<file path="src/rtl/ps2_edge_pkg.sv">
// ps2_edge_pkg: shared Mode encodings, idle level and counter-width helper for the PS/2 line edge filter.
package ps2_edge_pkg;
  localparam logic [1:0] MODE_NONE = 2'b00;
  localparam logic [1:0] MODE_FALL = 2'b01;
  localparam logic [1:0] MODE_RISE = 2'b10;
  localparam logic [1:0] MODE_BOTH = 2'b11;
  localparam logic IDLE_LEVEL_DEF = 1'b1;
  function automatic int cnt_w(input int n);
    return (n > 1) ? $clog2(n) : 1;
  endfunction
endpackage

</file>
<file path="src/rtl/ps2_line_filter_chan.sv">
// ps2_line_filter_chan: one line's synchroniser, tick-sampled debounce filter and registered edge pulses.
// PS2_GLITCH_COUNT_EN adds a saturating count of rejected glitches.
module ps2_line_filter_chan
  import ps2_edge_pkg::*;
#(
  parameter int   SYNC_STAGES = 2,
  parameter int   FILT_LEN    = 3,
  parameter logic IDLE_LEVEL  = IDLE_LEVEL_DEF
) (
  input  logic       CLK,
  input  logic       RSTn,
  input  logic       pin_i,
  input  logic       tick_i,
`ifdef PS2_GLITCH_COUNT_EN
  input  logic       glitch_clr_i,
  output logic [7:0] glitch_cnt_o,
`endif
  output logic       level_o,
  output logic       h2l_o,
  output logic       l2h_o
);
  localparam int FW = cnt_w(FILT_LEN + 1);
  logic [SYNC_STAGES-1:0] sync_q, sync_d;
  logic [FW-1:0] cnt_q, cnt_d;
  logic level_q, level_d, h2l_q, h2l_d, l2h_q, l2h_d;
  logic diff, accept;
  assign diff   = sync_q[SYNC_STAGES-1] != level_q;
  assign accept = tick_i && diff && (cnt_q == FW'(FILT_LEN - 1));
  always_comb begin
    sync_d  = {sync_q[SYNC_STAGES-2:0], pin_i};
    cnt_d   = !tick_i ? cnt_q : (!diff || accept) ? '0 : cnt_q + FW'(1);
    level_d = accept ? ~level_q : level_q;
    h2l_d   = accept && level_q;
    l2h_d   = accept && !level_q;
  end
  always_ff @(posedge CLK or negedge RSTn) begin
    if (!RSTn) begin
      sync_q  <= {SYNC_STAGES{IDLE_LEVEL}};
      cnt_q   <= '0;
      level_q <= IDLE_LEVEL;
      h2l_q   <= 1'b0;
      l2h_q   <= 1'b0;
    end else begin
      sync_q  <= sync_d;
      cnt_q   <= cnt_d;
      level_q <= level_d;
      h2l_q   <= h2l_d;
      l2h_q   <= l2h_d;
    end
  end
  assign level_o = level_q;
  assign h2l_o   = h2l_q;
  assign l2h_o   = l2h_q;
`ifdef PS2_GLITCH_COUNT_EN
  logic [7:0] gcnt_q, gcnt_d;
  // A glitch is a partial count abandoned because the line returned to the accepted level.
  always_comb begin
    gcnt_d = glitch_clr_i ? 8'd0 :
             (tick_i && !diff && cnt_q != '0 && gcnt_q != 8'hFF) ? gcnt_q + 8'd1 : gcnt_q;
  end
  always_ff @(posedge CLK or negedge RSTn) begin
    if (!RSTn) gcnt_q <= 8'd0;
    else       gcnt_q <= gcnt_d;
  end
  assign glitch_cnt_o = gcnt_q;
`endif
endmodule

</file>
<file path="src/rtl/ps2_line_edge_filter.sv">
// ps2_line_edge_filter: CH-channel PS/2 line synchroniser/debouncer with shared prescaler and Mode-gated edge pulses.
// PS2_GLITCH_COUNT_EN adds Glitch_Clr/Glitch_Cnt.
module ps2_line_edge_filter
  import ps2_edge_pkg::*;
#(
  parameter int   CH          = 2,
  parameter int   SYNC_STAGES = 2,
  parameter int   FILT_LEN    = 3,
  parameter int   DIV         = 25,
  parameter logic IDLE_LEVEL  = IDLE_LEVEL_DEF
) (
  input  logic          CLK,
  input  logic          RSTn,
  input  logic [CH-1:0] Pin_In,
  input  logic [1:0]    Mode,
`ifdef PS2_GLITCH_COUNT_EN
  input  logic          Glitch_Clr,
  output logic [CH*8-1:0] Glitch_Cnt,
`endif
  output logic          Sample_Tick,
  output logic [CH-1:0] Level_Out,
  output logic [CH-1:0] H2L_Sig,
  output logic [CH-1:0] L2H_Sig,
  output logic [CH-1:0] Edge_Sig
);
  localparam int PW = cnt_w(DIV);
  logic [PW-1:0] pre_q, pre_d;
  logic tick_q, tick_d, fall_en, rise_en;
  // The strobe is registered from the next count so it stays low while in reset.
  always_comb begin
    pre_d  = (pre_q == PW'(DIV - 1)) ? '0 : pre_q + PW'(1);
    tick_d = pre_d == PW'(DIV - 1);
  end
  always_ff @(posedge CLK or negedge RSTn) begin
    if (!RSTn) begin
      pre_q  <= '0;
      tick_q <= 1'b0;
    end else begin
      pre_q  <= pre_d;
      tick_q <= tick_d;
    end
  end
  assign Sample_Tick = tick_q;
  assign fall_en  = (Mode == MODE_FALL) || (Mode == MODE_BOTH);
  assign rise_en  = (Mode == MODE_RISE) || (Mode == MODE_BOTH);
  assign Edge_Sig = (H2L_Sig & {CH{fall_en}}) | (L2H_Sig & {CH{rise_en}});
  for (genvar c = 0; c < CH; c++) begin : gen_ch
    ps2_line_filter_chan #(
      .SYNC_STAGES(SYNC_STAGES),
      .FILT_LEN   (FILT_LEN),
      .IDLE_LEVEL (IDLE_LEVEL)
    ) u_chan (
      .CLK         (CLK),
      .RSTn        (RSTn),
      .pin_i       (Pin_In[c]),
      .tick_i      (tick_q),
`ifdef PS2_GLITCH_COUNT_EN
      .glitch_clr_i(Glitch_Clr),
      .glitch_cnt_o(Glitch_Cnt[c*8 +: 8]),
`endif
      .level_o     (Level_Out[c]),
      .h2l_o       (H2L_Sig[c]),
      .l2h_o       (L2H_Sig[c])
    );
  end
endmodule

</file>
<file path="config.mk">
export PLATFORM = sky130hd
export DESIGN_NAME = ps2_line_edge_filter
export DESIGN_NICKNAME = d
export VERILOG_FILES = /design/src/rtl/ps2_edge_pkg.sv /design/src/rtl/ps2_line_filter_chan.sv /design/src/rtl/ps2_line_edge_filter.sv
export SDC_FILE = /design/constraint.sdc
export NUM_CORES = 1
export LEC_CHECK = 0
export BUFFER_PORTS_ARGS = -buffer_cell sky130_fd_sc_hd__buf_2
export CORE_MARGIN = 2
export CORE_UTILIZATION = 57
export CTS_BUF_LIST = sky130_fd_sc_hd__clkbuf_16
export CTS_CLUSTER_DIAMETER = 50
export CTS_CLUSTER_SIZE = 30
export DETAILED_ROUTE_END_ITERATION = 10
export PLACE_DENSITY = 0.88
export SLEW_MARGIN = 25
export SYNTH_ARGS = -nofsm -noshare
export SYNTH_HDL_FRONTEND = slang
export SYNTH_SLANG_ARGS = --single-unit
</file>
<file path="constraint.sdc">
create_clock -name CLK -period 2 [get_ports CLK]
set_input_delay 0.1 -clock CLK [delete_from_list [all_inputs] [get_ports CLK]]
set_output_delay 0.1 -clock CLK [all_outputs]
set_load 0.005 [all_outputs]
</file>
Word-level counts from Yosys, hierarchy flattened
Cells that the tools add are included.
Word-level totals
  register bits after elaboration: 20
  input bits: 6
  output and inout port bits: 9
  logic and storage cells: 48
Operators by class
  add/sub/neg operators: 3
  equality and inequality tests: 9
  muxes and demuxes: 3
  bitwise operators: 5
  reductions and logical operators: 16
Operators with widths (count)
  $eq 5x5->1 const B: 2
  $eq 2x2->1 const B: 4
  $logic_and 1x1->1: 8
  $add 5x1->5 const B: 1
  $mux 5: 1
  $add 2x1->2 const B: 2
  $and 2x2->2: 2
  $logic_not 1->1: 4
  $logic_or 1x1->1: 4
  $mux 2: 2
  $eq 2x1->1 const B: 1
  $ne 1x1->1: 2
  $not 1->1: 2
  $or 2x2->2: 1

Logic depth before layout (Yosys ltp)
Gate-level depths: netlist (run 1).
  depth after elaboration: 5
  depth in mapped cells: 5
  mapped depth without buffers: 5

Hierarchy
From an unflattened synthesis (run 1), not the netlist that was laid out.
Unflattened totals
  cell total of the unflattened synthesis: 70
  area total of the unflattened synthesis: 870.8 um^2
Modules (own cells, without submodules)
  ps2_line_filter_chan: times used 2, cells each 19, area each 267.8 um^2, seq. area each 178.9 um^2
  ps2_line_edge_filter: times used 1, cells each 32, area each 335.3 um^2, seq. area each 150.1 um^2

Worst setup path before layout (run 1)
Ideal clock, no wire load.
  kind: register to register
  start point: register pre_q[0]
  end point: register pre_q[4]
  setup time: 131 ps
  arrival time: 1183 ps
  data required time: 1869 ps
  setup slack: 687 ps
  stages on the path, launching flop included: 5
  path buffers: 0
  period minus slack after synthesis: 1313 ps
  cells stage by stage: dfrtp_1 > ha_1 > and4b_2 > a211oi_1 > inv_1
Between the ends
  word-level cells in the longest chain between the ends: 2
  elaborated cells on any way between the ends: 3
Ends and longest elaborated chain
  start, declared: RTL line ps2_line_edge_filter.sv:27  | logic [PW-1:0] pre_q, pre_d;
  start signal, assigned: RTL line ps2_line_edge_filter.sv:39  | pre_q <= pre_d;
  $add 5x1->5 / $eq 5x5->1 (equally long branches): RTL line ps2_line_edge_filter.sv:31  | pre_d = (pre_q == PW'(DIV - 1)) ? '0 : pre_q + PW'(1);
  $mux 5 *: RTL line ps2_line_edge_filter.sv:31
  net pre_d[4]: RTL line ps2_line_edge_filter.sv:27
The timed path passes the listed nets; every way through them passes the cells marked *.
A chain may end at the register's enable or synchronous reset.

Final worst setup path (run 1)
  start point: register pre_q[0]
  end point: register tick_q, in the netlist Sample_Tick
Between the ends
  word-level cells in the longest chain between the ends: 3
  elaborated cells on any way between the ends: 4
Ends and longest elaborated chain
  $add 5x1->5 / $eq 5x5->1 (equally long branches): RTL line ps2_line_edge_filter.sv:31
  $mux 5 *: RTL line ps2_line_edge_filter.sv:31
  $eq 5x5->1 *: RTL line ps2_line_edge_filter.sv:32  | tick_d = pre_d == PW'(DIV - 1);
  net tick_d: RTL line ps2_line_edge_filter.sv:28  | logic tick_q, tick_d, fall_en, rise_en;
  end signal, assigned: RTL line ps2_line_edge_filter.sv:40  | tick_q <= tick_d;
  end, declared: RTL line ps2_line_edge_filter.sv:28
Marked as above.

==> results.yml, run 1 <==
run_status:
  status: "completed"
logic_synthesis:
  ys_warn_count: 0
  synth_area_um2: 928
  ys_types: 25
  avgSynthCellArea_um2: 11.2
  seq_area_frac_synth_pct: 54.7
  ys_seq_elements: 20
  synth.net_count: 93
  synthCells: 83
detailed_routing:
  drt_iter0_drc: 7
  routedWlPerCell_um: 13.8
  drt-pass1-iter-count: 3
  ant_nets: 0
  drcViolationCount: 0
  drt-total-wl_um: 1560
  vias: 616
  avgViaCountPerCell: 5.45
power_and_ir_drop:
  powerDensity_nw_per_um2: 787
  power.leakage_uw: 0.000544
  vdd_drop_max_mv: 0.487
critical_path:
  cp_data_arrival_time_ns: 1.59
  cp-start-kind: "flip-flop"
  path_max_fanout: 6
  path_class: "reg -> reg"
  rrSetupSlack_ns: 0.53
  end_kind: "flip-flop"
  reg2reg_depth: 4
  cp.required_ns: 2.12
cts:
  cts.repair.resized: 0
  clock-root-buffer: "clkbuf_16"
  cts.path.max_buffers: 2
  clkSlewWorstSetupHoldPaths_ns: 0.05
  insertion_delay_ns: 0.25
  htree_levels: 1
  clock-sinks: 20
  cts_buffers: 3
  cts_tree: "built"
final_layout:
  finalNetCount: 108
  antenna_cells: 0
  area_growth_pct: 16.0
  fillers: 106
  drive_gt1_share_pct: 29.9
floorplanning:
  die_x_um: 44.4
  die-area_um2: 1970
  rows: 14
  pin_count: 15
  core_region_area_um2: 1520
  start_util_pct: 60.9
  die_h_um: 44.4
placed_design:
  hpwlAfterDp_um: 1100
  port_buffers: 14
  gp_congestion: 0.695
global_route:
  grt_pass1_vias: 604
  grt_pass1_wl_um: 2570
  grt_util_all_layers_pct: 19.3
  grt_remaining_overflow: 0
  antenna_found_initial: 0
  grt_max_degree: 21
timing:
  fin_crit_sh_pct: 73.4
  hold_viol: 0
  final_max_slew_viol_count: 0
  finalCriticalPeriod_ns: 1.47
  hold_ws_ns: 0.319
  tns_ns: 0
  setup_viol: 0
  clock_skew_ns: 0.00275
  rsz0062_at_grt: "false"
  worstMarginPinSlew_ns: 0.426
  slew_headroom_pct: 71.6
  max_freq_ghz: 0.681
worst_hold_path:
  holdCritPathClass: "in -> async"
flow_run:
  timing.max_cap.violations: 0
==> stage by stage <==
| stage | setup slack, ns | total power, uW | cell area [um^2] | instances | util (%) |
|---|---|---|---|---|---|
| global placement | 0.652 | 448 | 968 | 106 | 63.5 |
| detailed placement | 0.516 | 450 | 968 | 106 | 63.5 |
| floorplan | 0.687 | 434 | 928 | 83 | - |
| global route | 0.417 | 878 | 1080 | 113 | 70.7 |
| finish | 0.532 | 848 | 1080 | 113 | 70.7 |
| CTS | 0.512 | 854 | 1080 | 113 | 70.7 |
==> cell families (layout without fill, tap and decap cells) <==
family / count (synthesis) / count (layout) / synth area share [%]
and+or+nand+nor: 25 / 25 / 15.4
muxes: 2 / 2 / 2.43
adders and majority gates: 4 / 4 / 5.39
DFF: 20 / 20 / 54.7
AOI/OAI and AO/OA: 17 / 17 / 13.5
buffers and inverters: 15 / 29 / 8.62
==> cell usage in the layout (no fill, tap or decap), types with 2 or more instances in the layout <==
| cell type | instances |
|---|---|
| dfstp_2 | 6 |
| o21ai_0 | 3 |
| o21ai_1 | 2 |
| inv_1 | 8 |
| nand3_1 | 3 |
| nand2_1 | 5 |
| clkbuf_16 | 3 |
| o22ai_1 | 2 |
| a22o_1 | 2 |
| dfrtp_1 | 14 |
| buf_2 | 14 |
| a21o_1 | 2 |
| o211ai_1 | 2 |
| mux2_2 | 2 |
| ha_1 | 4 |
| dlygate4sd3_1 | 3 |
| nand2b_1 | 9 |
| nor2_1 | 4 |
==> layer usage <==
metal	GRT usage (%)	wire length (um)	share of wire, %
met5	0	0	0
met3	4.49	69	4.4
met1	20.6	620	40
met2	31.8	794	51
met4	17.0	71	4.6
==> critical path: stages, from the launching register on <==
cell,delay (ns)
dfrtp_1,0.44
ha_1,0.27
and3b_1,0.20
a211oi_1,0.35
a2111oi_2,0.07
==> registers in the layout, summed over array words and instances, names as in the netlist <==
name / cells
pre_q: 5
gen_ch.u_chan.cnt_q: 4
gen_ch.u_chan.sync_q: 4
gen_ch.u_chan.h2l_o: 2
gen_ch.u_chan.l2h_o: 2
gen_ch.u_chan.level_o: 2
Sample_Tick: 1
==> what timing repair did <==
action / 4_1_cts / 5_1_grt
endpoints found under the hold margin: 16 / 0
hold buffers: 3 / 0
buffers inserted: 0 / 0
==> layout make-up <==
class                   count  area (um^2)  area share, %
repair buffers             17          100           9.29
clock inverters             1         3.75          0.348
inverters                   8         30.0           2.79
multi-input cells          48          340           31.6
well taps                  16         20.0           1.86
clock buffers               3         75.1           6.97
flip-flops and latches     20          508           47.2
==> path summary, 6_finish.rpt <==
path                                            start                          to
setup / recovery                             pre_q[0]                 Sample_Tick
hold / removal                                   RSTn      gen_ch[0].u_chan.h2l_o
setup reg to reg                             pre_q[0]                 Sample_Tick
hold reg to reg            gen_ch[1].u_chan.sync_q[0]  gen_ch[1].u_chan.sync_q[1]
max in group asynchronous                        RSTn  gen_ch[1].u_chan.sync_q[0]
min in group CLK           gen_ch[1].u_chan.sync_q[0]  gen_ch[1].u_chan.sync_q[1]
==> synthesized netlist by cell type, drive strengths merged <==
library cell,instances,area (um^2)
dfrtp,14,350
nand2b,9,56.3
inv,8,30.0
buf,7,50.0
dfstp,6,158
nand2,5,18.8
o21ai,5,25.0
ha,4,50.1
nor2,4,15.0
nand3,3,15.0
a21o,2,15.0
a22o,2,17.5
and3b,2,18.8
mux2,2,22.5
o211ai,2,15.0
o22ai,2,12.5
a2111oi,1,15.0
a211oi,1,7.51
a21boi,1,11.3
a31oi,1,6.26
and2b,1,7.51
and4b,1,11.3
==> power by group <==
group          leakage (uW)  switching, uW  internal, uW  total [uW]
Combinational      0.000266           15.9          13.4        29.3
Sequential         0.000240           3.30           415         418
Clock             0.0000385            135           266         401
Power figures use the tool's default switching activity.
==> run 2, diff against run 1 <==
--- a/config.mk
+++ b/config.mk
@@ -7,12 +7,12 @@
 export LEC_CHECK = 0
 export BUFFER_PORTS_ARGS = -buffer_cell sky130_fd_sc_hd__buf_2
 export CORE_MARGIN = 2
-export CORE_UTILIZATION = 57
+export CORE_UTILIZATION = 53
 export CTS_BUF_LIST = sky130_fd_sc_hd__clkbuf_16
 export CTS_CLUSTER_DIAMETER = 50
 export CTS_CLUSTER_SIZE = 30
 export DETAILED_ROUTE_END_ITERATION = 10
-export PLACE_DENSITY = 0.88
+export PLACE_DENSITY = 0.84
 export SLEW_MARGIN = 25
 export SYNTH_ARGS = -nofsm -noshare
 export SYNTH_HDL_FRONTEND = slang
==> constraint.sdc (replaced) <==
create_clock -name CLK -period 1.5 [get_ports CLK]
set_input_delay 0.075 -clock CLK [delete_from_list [all_inputs] [get_ports CLK]]
set_output_delay 0.075 -clock CLK [all_outputs]
set_load 0.005 [all_outputs]
==> run 2 against run 1 <==
Compared with the run above:
- register-to-register slack lost 0.37 ns
- clock power grew 33%
- final cell count rose by 0.88%
- routed wire length fell by 9.6%
- power rose by 33%
- via count is 1.6% higher
- sequential power is 33% higher
- count of clock-buffer cells in the layout unchanged
- first-iteration DRC count is the same
- flip-flop and latch count stayed put
- non-clock buffer count stayed put
- combinational power up 32%
- largest power group unchanged
==> results.yml, run 2 (synthesis results as in run 1) <==
run_status:
  status: "completed"
detailed_routing:
  wl_met2_um: 703
  routedWlPerCell_um: 12.3
  routed.top_layer: "met4"
  drt_iter0_drc: 7
  drcViolationCount: 0
  ant_nets: 0
  avgViaCountPerCell: 5.49
  met1_length_um: 610
  drt-pass1-iter-count: 3
  drt-total-wl_um: 1410
  wl_met3_um: 55
  vias: 626
timing:
  rsz0062_at_grt: "false"
  finalCriticalPeriod_ns: 1.34
  worstMarginPinSlew_ns: 0.431
  setup_viol: 0
  hold_viol: 0
  clock_skew_ns: 0.00271
  slew_headroom_pct: 71.3
  tns_ns: 0
  fin_crit_sh_pct: 89.5
  max_freq_ghz: 0.745
  final_max_slew_viol_count: 0
global_route:
  grt_pass1_wl_um: 2430
  grt_max_degree: 21
  grt_pass1_vias: 603
  grt_util_all_layers_pct: 16.9
  antenna_found_initial: 0
  grt_remaining_overflow: 0
power_and_ir_drop:
  power.leakage_uw: 0.000548
  switching_share_pct: 18.1
  power_frac_comb_pct: 3.4
  p_clk_share_pct: 47.3
  pwr-share-seq_pct: 49.3
  power_switching_uw: 205
  vdd_drop_max_mv: 0.649
  p_int_uw: 926
  powerDensity_nw_per_um2: 1040
critical_path:
  cp.required_ns: 1.64
  path_max_fanout: 6
  cp_data_arrival_time_ns: 1.48
  end_kind: "flip-flop"
  path_class: "reg -> reg"
  cp-start-kind: "flip-flop"
cts:
  post_cts_buffers: 0
  cts.path.max_buffers: 2
  cts_buffers: 3
  clkSlewWorstSetupHoldPaths_ns: 0.05
  clock-sinks: 20
  htree_levels: 1
  insertion_delay_ns: 0.25
  cts_tree: "built"
  clock-root-buffer: "clkbuf_16"
floorplanning:
  start_util_pct: 55.0
  pin_count: 15
  rows: 15
  die-area_um2: 2100
  die_h_um: 45.9
  die_x_um: 45.9
  core_region_area_um2: 1690
final_layout:
  regMostFlops: "pre_q"
  most-common-layout-cells: "14 x buf_2, 13 x dfrtp_1, 9 x inv_1, 9 x nand2b_1, 6 x dfstp_2"
  layout_commonest_cell: "buf_2"
  multi_input_area_um2: 345
  area_growth_pct: 16.8
  antenna_cells: 0
  largest_reg_flops: 5
  fillers: 146
  utilization_pct: 64.2
  drive_gt1_share_pct: 32.0
  regArea_um2: 509
  finalNetCount: 108
  largestRegisters: "pre_q x5, gen_ch.u_chan.cnt_q x4, gen_ch.u_chan.sync_q x4"
placed_design:
  port_buffers: 14
  gp_congestion: 0.735
  hpwlAfterDp_um: 1050
worst_hold_path:
  holdCritPathClass: "in -> async"
flow_run:
  timing.max_cap.violations: 0
-- run 2: cell count changes in the layout (fill, tap and decap cells not counted) --
cell | before | now
a211oi_1 | 1 | 0
a211oi_2 | 0 | 1
clkinv_1 | 1 | 0
dfrtp_1 | 14 | 13
dfrtp_2 | 0 | 1
inv_1 | 8 | 9
o21ai_0 | 3 | 2
o21ai_1 | 2 | 3
-- run 2: critical path, cell delays in order, from the launching register on --
cell	delay [ns]
dfrtp_2	0.44
ha_1	0.26
nand2b_1	0.17
a2111oi_2	0.36
-- run 2: area by class of cell --
class	instances	area share, %
inverter	8	2.77
sequential	20	46.9
clock buffer	3	6.92
clock inverter	1	0.346
tap	17	1.96
multi-input combinational	48	31.8
timing repair buffer	17	9.23
-- run 2: stage by stage --
stage               total power (uW)  area [um^2]  cells  hold slack [ns]  worst slack, ns
finish                          1130         1080    114            0.301            0.158
global route                    1170         1080    114            0.345           0.0175
CTS                             1150         1080    114            0.306           0.0410
detailed placement               599          970    107           0.0392           0.0549
global placement                 597          970    107           0.0346            0.151
floorplan                        579          928     83           -0.221            0.187
-- run 2: power by group through the flow --
stage                     Combinational, uW  Sequential [uW]  Clock (uW)
after CTS                              39.7              557         555
after global routing                   44.2              558         573
final                                  38.8              557         534
after floorplan                        13.7              565           0
after global placement                 31.9              565           0
after detailed placement               33.7              566           0
-- run 2: path summary, 6_finish.rpt --
path | from | endpoint | slack (ns) | cells past startpoint
setup / recovery | pre_q[0] | Sample_Tick | 0.16 | 3
hold / removal | RSTn | gen_ch[1].u_chan.h2l_o | 0.30 | 2
setup reg to reg | pre_q[0] | Sample_Tick | 0.16 | 3
hold reg to reg | gen_ch[1].u_chan.sync_q[0] | gen_ch[1].u_chan.sync_q[1] | 0.35 | 0
max in group asynchronous | RSTn | gen_ch[0].u_chan.level_o | 0.86 | 2
min in group CLK | gen_ch[1].u_chan.sync_q[0] | gen_ch[1].u_chan.sync_q[1] | 0.35 | 0
-- run 2: repair_timing --
item	CTS	global route
resized for setup	0	3
endpoints found under the hold margin	16	0
hold buffers	3	0
setup endpoints to repair	0	2
-- run 2: routing by layer --
| layer | track usage (%) | vias up |
|---|---|---|
| met5 | 0 | - |
| met4 | 10.3 | 0 |
| met2 | 29.2 | 15 |
| met1 | 18.6 | 299 |
| li1 | - | 309 |
| met3 | 3.57 | 3 |
